<file path="config.mk">
export PLATFORM = sky130hd
export DESIGN_NAME = alu_seq_core_flat
export DESIGN_NICKNAME = d
export VERILOG_FILES = /design/src/rtl/alu_seq_core_if.sv /design/src/rtl/alu_seq_core.sv /design/src/flat_wrapper.sv
export SDC_FILE = /design/constraint.sdc
export NUM_CORES = 1
export LEC_CHECK = 0
export BUFFER_PORTS_ARGS = -buffer_cell sky130_fd_sc_hd__buf_2
export CAP_MARGIN = 30
export CORE_MARGIN = 2
export CORE_UTILIZATION = 40
export CTS_CLUSTER_DIAMETER = 80
export DETAILED_ROUTE_END_ITERATION = 10
export PLACE_DENSITY = 0.57
export SETUP_SLACK_MARGIN = 0.4
export SLEW_MARGIN = 20
export SYNTH_ARGS = -nofsm -noshare
export SYNTH_HDL_FRONTEND = slang
export SYNTH_SLANG_ARGS = --single-unit
</file>
<file path="constraint.sdc">
create_clock -name clk -period 8.45 [get_ports clk]
set_input_delay 1.69 -clock clk [delete_from_list [all_inputs] [get_ports clk]]
set_output_delay 1.69 -clock clk [all_outputs]
set_load 0.02 [all_outputs]
</file>
<file path="src/rtl/alu_seq_core_if.sv">
// Operand/command bus between the switch front end and the ALU core.
// The master side drives operands and commands; the slave side (the core)
// returns register contents, result and status.
interface alu_seq_core_if #(
    parameter int WIDTH = 8
);
    logic [WIDTH-1:0]   data_in;
    logic               load_a;
    logic               load_b;
    logic               start;
    logic [3:0]         select;
    logic [WIDTH-1:0]   a_q;
    logic [WIDTH-1:0]   b_q;
    logic [2*WIDTH-1:0] result;
    logic               busy;
    logic               done;
    logic               zero;
    logic               carry;
    logic               overflow;
    logic               div_zero;

    modport master (
        output data_in, load_a, load_b, start, select,
        input  a_q, b_q, result, busy, done, zero, carry, overflow, div_zero
    );

    modport slave (
        input  data_in, load_a, load_b, start, select,
        output a_q, b_q, result, busy, done, zero, carry, overflow, div_zero
    );
endinterface

</file>
<file path="src/rtl/alu_seq_core.sv">
// Registered ALU: single-cycle logic/arith ops plus multi-cycle
// shift-add multiply and restoring divide with busy/done handshake.
//
// state | meaning
// IDLE  | accepts loads and start; single-cycle ops finish here
// MUL   | one shift-add step per cycle, WIDTH steps
// DIV   | one restoring-subtract step per cycle, WIDTH steps
// FIN   | done pulse, back to IDLE
module alu_seq_core #(
    parameter int WIDTH = 8
) (
    input  logic           clk,
    input  logic           reset_n,
    alu_seq_core_if.slave  bus
);
    localparam int CW  = $clog2(WIDTH);
    localparam int MSB = WIDTH - 1;

    typedef enum logic [1:0] {S_IDLE, S_MUL, S_DIV, S_FIN} state_t;

    state_t             state;
    logic [WIDTH-1:0]   a_r, b_r;
    logic [WIDTH-1:0]   acc, wq, opb;
    logic [CW-1:0]      cnt;
    logic               is_mod;
    logic [2*WIDTH-1:0] res_r;
    logic               busy_r, done_r, zero_r, carry_r, ovf_r, dz_r;

    logic [WIDTH-1:0]   alu_res;
    logic               alu_c, alu_v;
    logic [WIDTH:0]     ext;
    logic [WIDTH:0]     mul_sum;
    logic [2*WIDTH-1:0] mul_prod;
    logic [WIDTH:0]     div_sh;
    logic               div_ge;
    logic [WIDTH-1:0]   div_rem, div_quo;
    logic [2*WIDTH-1:0] div_res;

    // Single-cycle operations on the current A/B registers.
    always_comb begin
        alu_res = '0;
        alu_c   = 1'b0;
        alu_v   = 1'b0;
        ext     = '0;
        case (bus.select)
            4'd0: begin
                ext     = {1'b0, a_r} + {1'b0, b_r};
                alu_res = ext[MSB:0];
                alu_c   = ext[WIDTH];
                alu_v   = (a_r[MSB] == b_r[MSB]) && (ext[MSB] != a_r[MSB]);
            end
            4'd1: begin
                ext     = {1'b0, a_r} - {1'b0, b_r};
                alu_res = ext[MSB:0];
                alu_c   = ext[WIDTH];
                alu_v   = (a_r[MSB] != b_r[MSB]) && (ext[MSB] != a_r[MSB]);
            end
            4'd2:  alu_res = a_r & b_r;
            4'd3:  alu_res = a_r | b_r;
            4'd4:  alu_res = a_r ^ b_r;
            4'd5:  alu_res = ~a_r;
            4'd6: begin
                alu_res = {a_r[MSB-1:0], 1'b0};
                alu_c   = a_r[MSB];
            end
            4'd7: begin
                alu_res = {1'b0, a_r[MSB:1]};
                alu_c   = a_r[0];
            end
            4'd8: begin
                alu_res = {a_r[MSB], a_r[MSB:1]};
                alu_c   = a_r[0];
            end
            4'd9:  alu_res = {a_r[MSB-1:0], a_r[MSB]};
            4'd10: alu_res = WIDTH'($signed(a_r) < $signed(b_r));
            4'd14: begin
                ext     = {1'b0, a_r} + 1'b1;
                alu_res = ext[MSB:0];
                alu_c   = ext[WIDTH];
                alu_v   = !a_r[MSB] && ext[MSB];
            end
            4'd15: alu_res = b_r;
            default: ;
        endcase
    end

    // One multiply step and one divide step from the working registers.
    always_comb begin
        mul_sum  = {1'b0, acc} + (wq[0] ? {1'b0, opb} : '0);
        mul_prod = {mul_sum[WIDTH:1], mul_sum[0], wq[MSB:1]};
        div_sh   = {acc, wq[MSB]};
        div_ge   = div_sh >= {1'b0, opb};
        // When subtracting, the true difference is below opb so the low bits suffice.
        div_rem  = div_ge ? (div_sh[MSB:0] - opb) : div_sh[MSB:0];
        div_quo  = {wq[MSB-1:0], div_ge};
        div_res  = is_mod ? {{WIDTH{1'b0}}, div_rem} : {div_rem, div_quo};
    end

    // Sequencer, operand registers and registered result/flags.
    always_ff @(posedge clk or negedge reset_n) begin
        if (!reset_n) begin
            state   <= S_IDLE;
            a_r     <= '0;
            b_r     <= '0;
            acc     <= '0;
            wq      <= '0;
            opb     <= '0;
            cnt     <= '0;
            is_mod  <= 1'b0;
            res_r   <= '0;
            busy_r  <= 1'b0;
            done_r  <= 1'b0;
            zero_r  <= 1'b0;
            carry_r <= 1'b0;
            ovf_r   <= 1'b0;
            dz_r    <= 1'b0;
        end else begin
            done_r <= 1'b0;
            case (state)
                S_IDLE: begin
                    if (bus.load_a) a_r <= bus.data_in;
                    if (bus.load_b) b_r <= bus.data_in;
                    if (bus.start) begin
                        busy_r <= 1'b1;
                        opb    <= b_r;
                        acc    <= '0;
                        wq     <= a_r;
                        cnt    <= CW'(WIDTH - 1);
                        is_mod <= (bus.select == 4'd13);
                        if (bus.select == 4'd11) begin
                            state <= S_MUL;
                        end else if (bus.select == 4'd12 || bus.select == 4'd13) begin
                            state <= S_DIV;
                        end else begin
                            state   <= S_FIN;
                            done_r  <= 1'b1;
                            res_r   <= {{WIDTH{1'b0}}, alu_res};
                            zero_r  <= (alu_res == '0);
                            carry_r <= alu_c;
                            ovf_r   <= alu_v;
                            dz_r    <= 1'b0;
                        end
                    end
                end
                S_MUL: begin
                    acc <= mul_sum[WIDTH:1];
                    wq  <= {mul_sum[0], wq[MSB:1]};
                    cnt <= cnt - 1'b1;
                    if (cnt == '0) begin
                        state   <= S_FIN;
                        done_r  <= 1'b1;
                        res_r   <= mul_prod;
                        zero_r  <= (mul_prod == '0);
                        carry_r <= 1'b0;
                        ovf_r   <= (mul_sum[WIDTH:1] != '0);
                        dz_r    <= 1'b0;
                    end
                end
                S_DIV: begin
                    acc <= div_rem;
                    wq  <= div_quo;
                    cnt <= cnt - 1'b1;
                    if (cnt == '0) begin
                        state   <= S_FIN;
                        done_r  <= 1'b1;
                        res_r   <= div_res;
                        zero_r  <= (div_res == '0);
                        carry_r <= 1'b0;
                        ovf_r   <= 1'b0;
                        dz_r    <= (opb == '0);
                    end
                end
                default: begin
                    state  <= S_IDLE;
                    busy_r <= 1'b0;
                end
            endcase
        end
    end

    assign bus.a_q      = a_r;
    assign bus.b_q      = b_r;
    assign bus.result   = res_r;
    assign bus.busy     = busy_r;
    assign bus.done     = done_r;
    assign bus.zero     = zero_r;
    assign bus.carry    = carry_r;
    assign bus.overflow = ovf_r;
    assign bus.div_zero = dz_r;
endmodule

</file>
<file path="src/flat_wrapper.sv">
// flat-port wrapper written by rule: the top's interface ports become plain ports
module alu_seq_core_flat 
#(
    parameter int WIDTH = 8
)
  (clk, reset_n, bus_data_in, bus_load_a, bus_load_b, bus_start, bus_select, bus_a_q, bus_b_q, bus_result, bus_busy, bus_done, bus_zero, bus_carry, bus_overflow, bus_div_zero);
  alu_seq_core_if #(.WIDTH(WIDTH)) bus_i ();
  input  logic clk;
  input  logic reset_n;
  input wire logic [$bits(bus_i.data_in)-1:0] bus_data_in;
  input wire logic [$bits(bus_i.load_a)-1:0] bus_load_a;
  input wire logic [$bits(bus_i.load_b)-1:0] bus_load_b;
  input wire logic [$bits(bus_i.start)-1:0] bus_start;
  input wire logic [$bits(bus_i.select)-1:0] bus_select;
  output wire logic [$bits(bus_i.a_q)-1:0] bus_a_q;
  output wire logic [$bits(bus_i.b_q)-1:0] bus_b_q;
  output wire logic [$bits(bus_i.result)-1:0] bus_result;
  output wire logic [$bits(bus_i.busy)-1:0] bus_busy;
  output wire logic [$bits(bus_i.done)-1:0] bus_done;
  output wire logic [$bits(bus_i.zero)-1:0] bus_zero;
  output wire logic [$bits(bus_i.carry)-1:0] bus_carry;
  output wire logic [$bits(bus_i.overflow)-1:0] bus_overflow;
  output wire logic [$bits(bus_i.div_zero)-1:0] bus_div_zero;
  assign bus_i.data_in = bus_data_in;
  assign bus_i.load_a = bus_load_a;
  assign bus_i.load_b = bus_load_b;
  assign bus_i.start = bus_start;
  assign bus_i.select = bus_select;
  assign bus_a_q = bus_i.a_q;
  assign bus_b_q = bus_i.b_q;
  assign bus_result = bus_i.result;
  assign bus_busy = bus_i.busy;
  assign bus_done = bus_i.done;
  assign bus_zero = bus_i.zero;
  assign bus_carry = bus_i.carry;
  assign bus_overflow = bus_i.overflow;
  assign bus_div_zero = bus_i.div_zero;
  alu_seq_core #(.WIDTH(WIDTH)) u_core (.clk(clk), .reset_n(reset_n), .bus(bus_i));
endmodule
</file>
==> results.yml <==
status:
  outcome: "complete, no violations"
setup_path:
  start_kind: "primary input"
  crit_buf_inv: 1
  r2r_slack_ns: 5.24
  cpPeakStageDelay_ns: 0.62
  crit_slowest_cell: "a2111oi_0"
  r2r_cells: 10
  required_ns: 8.72
  path_cells: "buf_2 > nand2b_1 > o22ai_2 > a221o_1 > a2111oi_0 > nand2_1 > nand4b_1 > o211ai_2"
  cp_data_arrival_time_ns: 4.13
  path_max_fanout: 30
  endpoint_kind: "register"
  crit_type: "in -> reg"
  reg2reg_from: "u_core.bus.a_q[1]$_DFFE_PN0P_"
  cpLargestDelayFamily: "compound AO/OA/AOI/OAI gates"
  reg2reg_to: "u_core.bus.zero$_DFFE_PN0P_"
global_routing:
  antenna_found_initial: 0
  first_global_vias: 5542
  grt_max_degree: 69
  track_usage_pct: 24.9
  grt_pass1_wl_um: 31200
  grt_remaining_overflow: 0
timing:
  finalCritPeriodShare_pct: 45.7
  slew_violations: 0
  skew_ns: 0.00803
  setup_tns_ns: 0
  rsz0062_at_grt: "no"
  setup_viol_count_final: 0
  max_freq_mhz: 259
  hold_violations: 0
  fin_crit_ns: 3.86
  worstMarginPinSlew_ns: 0.839
  max_slew_margin_pct: 44.1
placed_design:
  port_buffers: 54
  place_area_um2: 6400
  dp_cells: 927
  place_congestion: 0.977
  dp.final_hpwl_um: 14800
logic_synthesis:
  synth-edff-count: 0
  synthFlopType: "dfrtp_1"
  synthDistinctLibCells: 88
  yosysSeqAreaShare_pct: 28.0
  synth_cells: 725
  synth_commonest_cells: "82 x nand2_1, 68 x dfrtp_1, 54 x nor2_1, 50 x o21ai_0, 48 x ha_1"
  synth_area_leaders: "dfrtp_1 28%, ha_1 9.9%, nand2_1 5.1%"
  synth.avg_cell_area_um2: 8.38
  synth_top_area_cell: "dfrtp_1"
  synth-seq-cells: 68
  async_reset_ff_share_pct: 100
  yosysMostFrequentCell: "nand2_1"
  netlist.area_leader.share_pct: 28.0
  syn_nets: 794
  ys_warn_count: 0
  netlist_area_um2: 6070
power_and_ir_drop:
  cellPowerDensity_nw_per_um2: 492
  power_w: 0.00331
  ir_drop_mv: 0.188
  leakagePower_nw: 3.01
detailed_routing:
  drc: 0
  drtIter0Drc: 601
  ant_nets: 0
  first_pass_iters: 5
  routed_wl_um: 19600
  post_drt_wl_per_cell_um: 20.8
  via_count: 5687
  vias_per_cell: 6.02
floorplanning:
  core_um2: 15000
  start_util_pct: 40.4
  chipHeight_um: 127
  ioPinCount: 55
  rows: 45
  design.die.area_um2: 16200
  fp.dieW_um: 127
clock_tree:
  ctsHoldBuffers: 0
  clk_latency_ns: 0.34
  cts_made_buffers: 9
  cts_root_buf: "clkbuf_16"
  post-cts-setup-buffers: 0
  cts_max_path_buffers: 2
  cts.sinks: 68
  htree_levels: 3
  clk_pin_slew_ns: 0.06
  cts_tree: "done"
  cts_resized: 0
run:
  cap_viol_max_count: 0
finish:
  drive_gt1_share_pct: 16.5
  nNetsFinal: 821
  final_area_um2: 6740
  area_delta_synth_final_pct: 11.0
  diodes: 0
  fin_cells: 944
worst_hold_path:
  min_delay_path_depth: 2
  whs_endpoint: "u_core.bus.div_zero$_DFFE_PN0P_"
  hold_path_class: "reg -> reg"
  min_from: "u_core.bus.div_zero$_DFFE_PN0P_"
worst max-delay path by stage:
stage	start	endpoint	slack (ns)	depth (start not counted)
2_1_floorplan	bus_select[2]	u_core.bus.zero$_DFFE_PN0P_	5.09	9
3_3_place_gp	bus_select[3]	u_core.bus.zero$_DFFE_PN0P_	4.33	8
3_5_place_dp	bus_select[3]	u_core.bus.zero$_DFFE_PN0P_	4.30	8
4_1_cts	bus_select[3]	u_core.bus.zero$_DFFE_PN0P_	4.65	8
5_1_grt	bus_select[3]	u_core.bus.zero$_DFFE_PN0P_	4.41	8
6_report	bus_select[3]	u_core.bus.zero$_DFFE_PN0P_	4.59	8
power breakdown:
part	total, W	switching, W	internal, W
clock	0.000406	0.000150	0.000256
sequential	0.000706	0.000235	0.000471
combinational	0.00220	0.00137	0.000830
total	0.00331	0.00176	0.00156
routing by layer:
metal / track usage (%) / routed length [um] / vias up
met2: 37.0 / 8530 / 229
met3: 4.44 / 1170 / 44
met1: 35.3 / 9230 / 2724
met4: 11.2 / 711 / 0
li1: - / - / 2690
met5: 0 / 0 / -
logic make-up (layout without fill, tap and decap cells):
kind of cell	after synthesis	count (layout)	synth area share, %
compound gates	226	226	26.6
buf+inv	90	121	6.28
mux	28	28	5.11
xor+xnor	14	14	2.02
simple gates	247	247	20.8
flops	68	68	28.0
fa+ha+maj	52	52	11.2
layout make-up:
| type | instances | area [um^2] |
|---|---|---|
| timing repair buffer | 59 | 328 |
| sequential | 68 | 1700 |
| clock buffer | 10 | 229 |
| fill | 1493 | 8290 |
| multi-input combinational | 567 | 4000 |
| clock inverter | 5 | 77.6 |
| inverter | 47 | 176 |
| tap | 188 | 235 |
registers in the layout, indices dropped and copies added (netlist names):
name and flops:
u_core.bus.a_q 8, u_core.acc 8, u_core.is_mod 1, u_core.bus.busy 1, u_core.cnt 3, u_core.bus.overflow 1
u_core.wq 8, u_core.opb 8, u_core.state 2, u_core.bus.result 16, u_core.bus.b_q 8, u_core.bus.carry 1
u_core.bus.done 1, u_core.bus.zero 1, u_core.bus.div_zero 1
per-stage QoR:
step                util, %  setup WS [ns]  hold WS (ns)
finish                 44.9           4.59         0.477
global route           44.9           4.41         0.500
CTS                    44.6           4.65         0.484
detailed placement     42.6           4.30         0.471
global placement       42.6           4.33         0.466
floorplan                 -           5.09         0.464
worst reg2reg max path, stage by stage (launching register included):
cell,delay [ns]
dfrtp_1,0.71
inv_1,0.19
ha_1,0.36
o21bai_1,0.32
nand2_1,0.16
a31oi_1,0.36
nor3_1,0.12
or4_4,0.51
nor3_2,0.17
nand4b_1,0.14
o211ai_2,0.09
cell usage in the layout, fill, tap and decap left out, types with 5 or more instances in the layout:
master	synthesis	layout
dfrtp_1	68	68
mux2i_1	7	7
mux2_2	20	20
a22oi_1	9	9
and2_1	10	10
a211oi_1	5	5
inv_1	47	47
nand4_1	6	6
o211ai_1	7	7
xor2_1	5	5
a21o_1	9	9
buf_2	14	54
nor3_1	21	21
nand2b_1	6	6
ha_1	48	48
a221oi_1	10	10
nand2_1	82	82
xnor2_1	9	9
a221o_1	6	6
a31oi_1	6	6
o31ai_1	15	15
o21ai_0	50	50
nor2_1	54	54
clkbuf_16	0	9
nand3_1	10	10
a21oi_1	43	43
o21a_1	5	5
or3_1	6	6
nor2b_1	13	13
o22ai_1	5	5
No activity file was read; power rests on OpenSTA's default activity.
